==> src/rtl/fetch_unit.sv <==
// Instruction-fetch stage: owns the PC, runs the req/ack handshake with instruction
// memory and hands one instruction (or a NOP bubble) per advance to decode.
module fetch_unit #(
    parameter logic [31:0] RESET_PC = 32'h0000_0000,
    parameter logic [31:0] NOP_INST = 32'h0000_0013
) (
    input  logic        clk,
    input  logic        rst,
    output logic        imem_req,
    output logic [31:0] imem_addr,
    input  logic [31:0] imem_rdata,
    input  logic        imem_ack,
    output logic        imem_stall,
    input  logic        stall,
    input  logic        data_hazard,
    input  logic        control_hazard,
    input  logic        jump_taken,
    input  logic [31:0] jump_target,
    output logic [31:0] inst,
    output logic [31:0] inst_pc,
    output logic        inst_valid
);

    typedef enum logic [1:0] {
        IDLE,
        WAIT,
        HOLD
    } state_t;

    state_t      state;
    logic [31:0] pc;
    logic [31:0] buf_word;

    logic        acked;
    logic        have_word;
    logic        deliver;
    logic [31:0] word;
    logic [31:0] target;
    logic [31:0] pc_next;

    // The request never looks at stall, otherwise imem_stall would loop back into itself.
    always_comb begin
        imem_req = 1'b0;
        if (!rst) begin
            case (state)
                IDLE:    imem_req = ~control_hazard;
                WAIT:    imem_req = 1'b1;
                default: imem_req = 1'b0;
            endcase
        end
    end

    assign imem_addr  = pc;
    assign imem_stall = imem_req & ~imem_ack;

    assign acked     = imem_req & imem_ack;
    assign have_word = acked | (state == HOLD);
    assign word      = (state == HOLD) ? buf_word : imem_rdata;
    assign target    = {jump_target[31:2], 2'b00};
    assign pc_next   = pc + 32'd4;
    assign deliver   = ~stall & have_word & ~jump_taken & ~data_hazard;

    always_ff @(posedge clk) begin
        if (rst) begin
            pc         <= RESET_PC;
            state      <= IDLE;
            buf_word   <= 32'h0;
            inst       <= NOP_INST;
            inst_pc    <= 32'h0;
            inst_valid <= 1'b0;
        end else begin
            if (imem_req && !imem_ack) begin
                state <= WAIT;
            end else if (stall) begin
                // Frozen pipeline: a word that arrives now is parked until it can move on.
                if (acked) begin
                    buf_word <= imem_rdata;
                    state    <= HOLD;
                end
            end else if (have_word) begin
                if (jump_taken) begin
                    pc    <= target;
                    state <= IDLE;
                end else if (data_hazard) begin
                    buf_word <= word;
                    state    <= HOLD;
                end else begin
                    inst       <= word;
                    inst_pc    <= pc;
                    inst_valid <= 1'b1;
                    pc         <= pc_next;
                    state      <= IDLE;
                end
            end else if (jump_taken) begin
                pc <= target;
            end

            if (!stall && control_hazard && !deliver) begin
                inst       <= NOP_INST;
                inst_valid <= 1'b0;
            end
        end
    end

endmodule

==> config.mk <==
export PLATFORM = sky130hd
export DESIGN_NAME = fetch_unit
export DESIGN_NICKNAME = d
export VERILOG_FILES = /design/src/rtl/fetch_unit.sv
export SDC_FILE = /design/constraint.sdc
export NUM_CORES = 1
export LEC_CHECK = 0
export CORE_MARGIN = 2
export CORE_UTILIZATION = 40
export DETAILED_ROUTE_END_ITERATION = 7
export PLACE_DENSITY = 0.72
export SYNTH_ARGS = -nofsm -noshare
export SYNTH_HDL_FRONTEND = slang
export SYNTH_SLANG_ARGS = --single-unit
==> constraint.sdc <==
create_clock -name clk -period 1.64 [get_ports clk]
set_input_delay 0.246 -clock clk [delete_from_list [all_inputs] [get_ports clk]]
set_output_delay 0.246 -clock clk [all_outputs]
set_load 0.005 [all_outputs]
==> Word level (Yosys, flattened, before mapping) <==
Index checks and enable logic that the tools add are counted.
{ "word_totals": {"register_bits": 131, "input_bits": 71, "output_inout_bits": 99, "wordCells": 62} }
{ "classes": {"n_addsub": 1, "n_eq_ne": 6, "n_mux": 18, "n_bitwise": 12, "n_reduce_logical": 18} }
{ "ops": {"columns": ["operator", "count"], "rows": [
  ["2-to-1 mux 32 bit", 10],
  ["adder 32 x 3 -> 32 bit, second input constant", 1],
  ["2-to-1 mux 2 bit", 5],
  ["AND reduction 5 bit", 2],
  ["NOT 1 bit", 6],
  ["nonzero test 2 bit", 3],
  ["bitwise AND 1 bit", 5],
  ["!= test 2 x 1 -> 1 bit, second input constant", 2],
  ["AND reduction 2 bit", 2],
  ["AND reduction 4 bit", 1],
  ["OR reduction 2 bit", 2],
  ["logical AND 1 bit", 3],
  ["logical NOT 1 bit", 3],
  ["!= test 3 x 1 -> 1 bit, second input constant", 1],
  ["nonzero test 3 bit", 1],
  ["equality test 2 x 1 -> 1 bit, second input constant", 1],
  ["equality test 2 bit, second input constant", 1],
  ["logical NOT 2 bit", 1],
  ["2-to-1 mux 1 bit", 2],
  ["!= test 2 bit, second input constant", 1],
  ["one-hot mux 1 bit (2 select lines)", 1],
  ["bitwise OR 1 bit", 1]
]} }

==> Depth between registers and ports, before layout <==
{ "logic_depth": {"ltp_word": 11, "ltp_mapped": 10} }

==> Worst setup path before layout <==
Ideal clock, no wire load.
{ "synth_path": {"kind": "reg2reg", "start": "register pc[2] (netlist: imem_addr[2])", "end": "register pc[20] (netlist: imem_addr[20])", "setup_ps": 92, "arrival_time_ps": 1741, "slack_ps": -193, "stages_incl_launch_ff": 7, "n_path_buf": 0, "period_less_slack_ps": 1833, "path_cell_list": "dfxtp_1 > ha_1 > nand3_1 > nor4_4 > nand4_1 > o31a_1 > o32ai_1"} }
{ "synth_between": {"elab_chain_len": 4} }
{ "synth_rtl": {"columns": ["element", "line", "rtl"], "rows": [
  ["start, declared", "31", "logic [31:0] pc;"],
  ["start signal, assigned", "82", "pc <= target;"],
  ["start signal, assigned", "91", "pc <= pc_next;"],
  ["start signal, assigned", "95", "pc <= target;"],
  ["adder 32 x 3 -> 32 bit", "60", "assign pc_next = pc + 32'd4;"],
  ["2-to-1 mux 32 bit", "84", "end else if (data_hazard) begin"],
  ["2-to-1 mux 32 bit", "81", "if (jump_taken) begin"],
  ["2-to-1 mux 32 bit", "80", "end else if (have_word) begin"]
]} }
No other way between the ends. The select of a mux whose other input is x is not followed.
A chain may end at the register's enable or synchronous reset.

==> Worst setup path after layout <==
{ "layout_path": {"start": "register pc[3] (netlist: imem_addr[3])", "end": "register pc[19] (netlist: imem_addr[19])"} }
The elaborated chain is that of the path after synthesis.

==> flow_metrics.py <==
metrics = {
    "status": {
        "status": "complete, but fails checks",
        "violations": "negative setup slack",
    },
    "layout": {
        "nets": 1041,
        "post-route-util_pct": 69.6,
        "finalNonFillerCells": 1166,
        "num_antenna_cells": 0,
        "fillers": 1069,
        "layout-drive-gt1-share_pct": 29.1,
        "synthToLayoutAreaGrowth_pct": 70.9,
    },
    "setup_path": {
        "end_kind": "register",
        "cp.required_ns": 1.95,
        "cp_cell_sequence": "nand4_1 -> buf_6 -> nor4_4 -> buf_4 -> nand3_4 -> o22a_1 -> o221a_1",
        "endpoint": "imem_addr[19]",
        "path_depth": 7,
        "max_stage_delay_ns": 0.40,
        "cp-start-kind": "register",
        "critical_path_class": "register to register",
        "cp_slowest_cell": "nor4_4",
        "worstSetupStartpoint": "imem_addr[3]",
        "rr_startpoint": "imem_addr[3]",
        "cp_top_family": "simple AND/OR/NAND/NOR gates",
        "r2r-end": "imem_addr[19]",
        "cp_max_fo": 4,
        "crit_arrival_ns": 2.12,
        "reg2reg_depth": 7,
        "rrSetupSlack_ns": -0.17,
        "cp.buffers_inverters": 2,
    },
    "sta": {
        "setup_tns_ns": -6.85,
        "tightest_slew_ns": 0.582,
        "whs_ns": 0.301,
        "timing.fmax_mhz": 553,
        "grt_setup_unrepaired": "yes",
        "relSlewSlack_pct": 61.2,
        "setup_ws_ns": -0.169,
        "slew_viol_final": 0,
        "post-route-min-period_ns": 1.81,
        "finalClockSkew_ns": 0.0102,
        "finalSetupViolations": 96,
        "post-route-period-util_pct": 110,
        "finalHoldViolCount": 0,
    },
    "global_routing": {
        "antenna_found_initial": 1,
        "grt_max_degree": 48,
        "overflow": 0,
        "first_global_vias": 5834,
        "grt_usage_pct": 23.2,
        "grt_pass1_wl_um": 29800,
    },
    "place": {
        "io_buffers": 163,
        "placed_cells": 1095,
        "hpwl_um": 12400,
        "gp_congestion": 0.885,
    },
    "routing": {
        "postRouteAntennaNets": 0,
        "wl_met1_um": 9170,
        "drt_wl_total_um": 21500,
        "maxUsedRoutingLayer": "met5",
        "vias": 6525,
        "routed_via_density": 5.60,
        "drt_iter0_drc": 682,
        "remaining_drc_errors": 0,
        "routedWlPerCell_um": 18.4,
        "wl_met3_um": 1400,
        "firstDrtPassIters": 5,
        "wl_met2_um": 10400,
    },
    "floorplan": {
        "fp.dieW_um": 125,
        "die_area_sq_um": 15700,
        "start_util_pct": 40.7,
        "coreArea_sq_um": 14500,
        "rows": 44,
        "io_pins": 170,
        "die_h_um": 125,
    },
    "logic_synthesis": {
        "async_flop_share_pct": 0,
        "syn_inst": 715,
        "ys_warn_count": 0,
        "synth_area_per_cell_sq_um": 8.24,
        "synth-seq-cells": 127,
        "synthFlopType": "dfxtp_1",
        "syn_area_sq_um": 5890,
        "synth.distinct_cells": 51,
        "synth_edf_count": 0,
        "ys_seq_area_share_pct": 43.1,
    },
    "power_and_ir_drop": {
        "cellLeakagePower_nw": 3.87,
        "peakVddDrop_mv": 0.709,
        "p_per_area_nw_per_um2": 859,
    },
    "clock_tree": {
        "htreeDepth": 4,
        "clk_latency_ns": 0.42,
        "cts_made_buffers": 17,
        "cts_buffer_depth": 2,
        "cts_root_buf": "clkbuf_16",
        "tritoncts": "yes",
        "cts_sinks": 127,
        "clkTransAtPathRegs_ns": 0.06,
    },
    "run": {
        "max_cap_violations": 0,
    },
    "hold_path": {
        "hold_class": "input port to register",
    },
}
## how the worst min path moves through the flow
stage                               from            to  slack, ns  depth (start not counted)
final                                rst    inst_pc[5]       0.30                          3
after global routing                 rst    inst_pc[4]       0.31                          3
after CTS                            rst  imem_addr[7]       0.26                          3
after detailed placement     inst_pc[15]   inst_pc[15]       0.45                          2
after global placement       inst_pc[23]   inst_pc[23]       0.44                          2
after floorplan           imem_rdata[10]  buf_word[10]       0.39                          2
## worst register-to-register path, delay by kind of cell, from the launching register on
kind / cells / cell delay (ns)
compound gates: 2 / 0.40
buf+inv: 2 / 0.34
simple gates: 3 / 0.59
flops: 1 / 0.37
## registers in the layout, indices dropped and copies added, names as in the netlist
name,cells
buf_word,32
imem_addr,30
inst,32
inst_pc,30
inst_valid,1
state,2
## cell usage in the layout (no fill, tap or decap), types with 5 or more instances in the layout
cell and n:
buf_12 13, a311oi_2 17, a21oi_2 13, o31a_1 6, nand3_1 11, nor2_2 9
nor2b_1 5, mux2i_1 33, a21oi_1 40, a221oi_1 5, nor2_1 68, clkinv_4 5
dfxtp_4 8, dfxtp_2 16, dfxtp_1 103, a311oi_1 14, nor3_1 9, and3_1 8
clkbuf_16 27, nor4_1 5, dlymetal6s2s_1 9, nand4_1 10, inv_1 20, buf_6 26
o21ai_0 13, o32ai_1 8, o21ai_1 9, o21ai_2 5, buf_4 82, clkdlybuf4s50_1 139
nand2_1 130, dlygate4sd2_1 12
## metrics by stage
| stage | worst slack (ns) | total power [W] | cell area [sq um] |
|---|---|---|---|
| global route | -0.238 | 0.00891 | 10100 |
| finish | -0.169 | 0.00865 | 10100 |
| CTS | -0.0951 | 0.00846 | 9150 |
| global placement | -0.476 | 0.00441 | 8280 |
| floorplan | -0.0105 | 0.00380 | 5960 |
| detailed placement | -0.515 | 0.00442 | 8280 |
## Yosys cell counts (8+ instances only)
| library cell | count | area [sq um] |
|---|---|---|
| buf_4 | 11 | 82.6 |
| a21oi_1 | 53 | 265 |
| buf_2 | 14 | 70.1 |
| nand2_1 | 133 | 499 |
| nand4_1 | 10 | 62.6 |
| clkbuf_1 | 30 | 113 |
| mux2i_1 | 34 | 340 |
| inv_1 | 21 | 78.8 |
| o32ai_1 | 11 | 96.3 |
| nor4_1 | 8 | 50.1 |
| and3_1 | 10 | 62.6 |
| nor2_1 | 77 | 289 |
| a311oi_1 | 31 | 272 |
| nor3_1 | 11 | 55.1 |
| o21ai_0 | 27 | 135 |
| buf_6 | 10 | 113 |
| nand3_1 | 18 | 90.1 |
| dfxtp_1 | 127 | 2540 |
## layout make-up
class / count / area, sq um / area share [%]
repair buffers: 296 / 3090 / 30.7
flip-flops and latches: 127 / 2590 / 25.7
clock inverters: 13 / 188 / 1.86
multi-input cells: 506 / 3450 / 34.2
clock buffers: 19 / 443 / 4.40
well taps: 184 / 230 / 2.29
inverters: 21 / 81.3 / 0.807
## per-layer routing
layer	vias up	track usage, %
li1	3053	-
met1	3125	30.3
met2	297	37.7
met3	48	5.05
met4	2	8.37
met5	-	0
## report_power, final
group / internal, W / switching [W] / total (W)
sequential: 0.00318 / 0.0000807 / 0.00326
combinational: 0.000720 / 0.000646 / 0.00137
clock: 0.00259 / 0.00143 / 0.00402
## logic make-up after synthesis
logic type / synth area share, %
fa+ha+maj: 0.212
flops: 43.1
buf+inv: 7.75
mux: 5.78
compound gates: 20.0
other cells: 0.0636
simple gates: 23.1
## timing repair
item	4_1_cts	5_1_grt
setup endpoints to repair	112	138
resized for setup	71	130
hold buffers	0	0
pin swaps	13	55
cloned	0	14
setup buffers	11	15
Power figures use the tool's default switching activity.
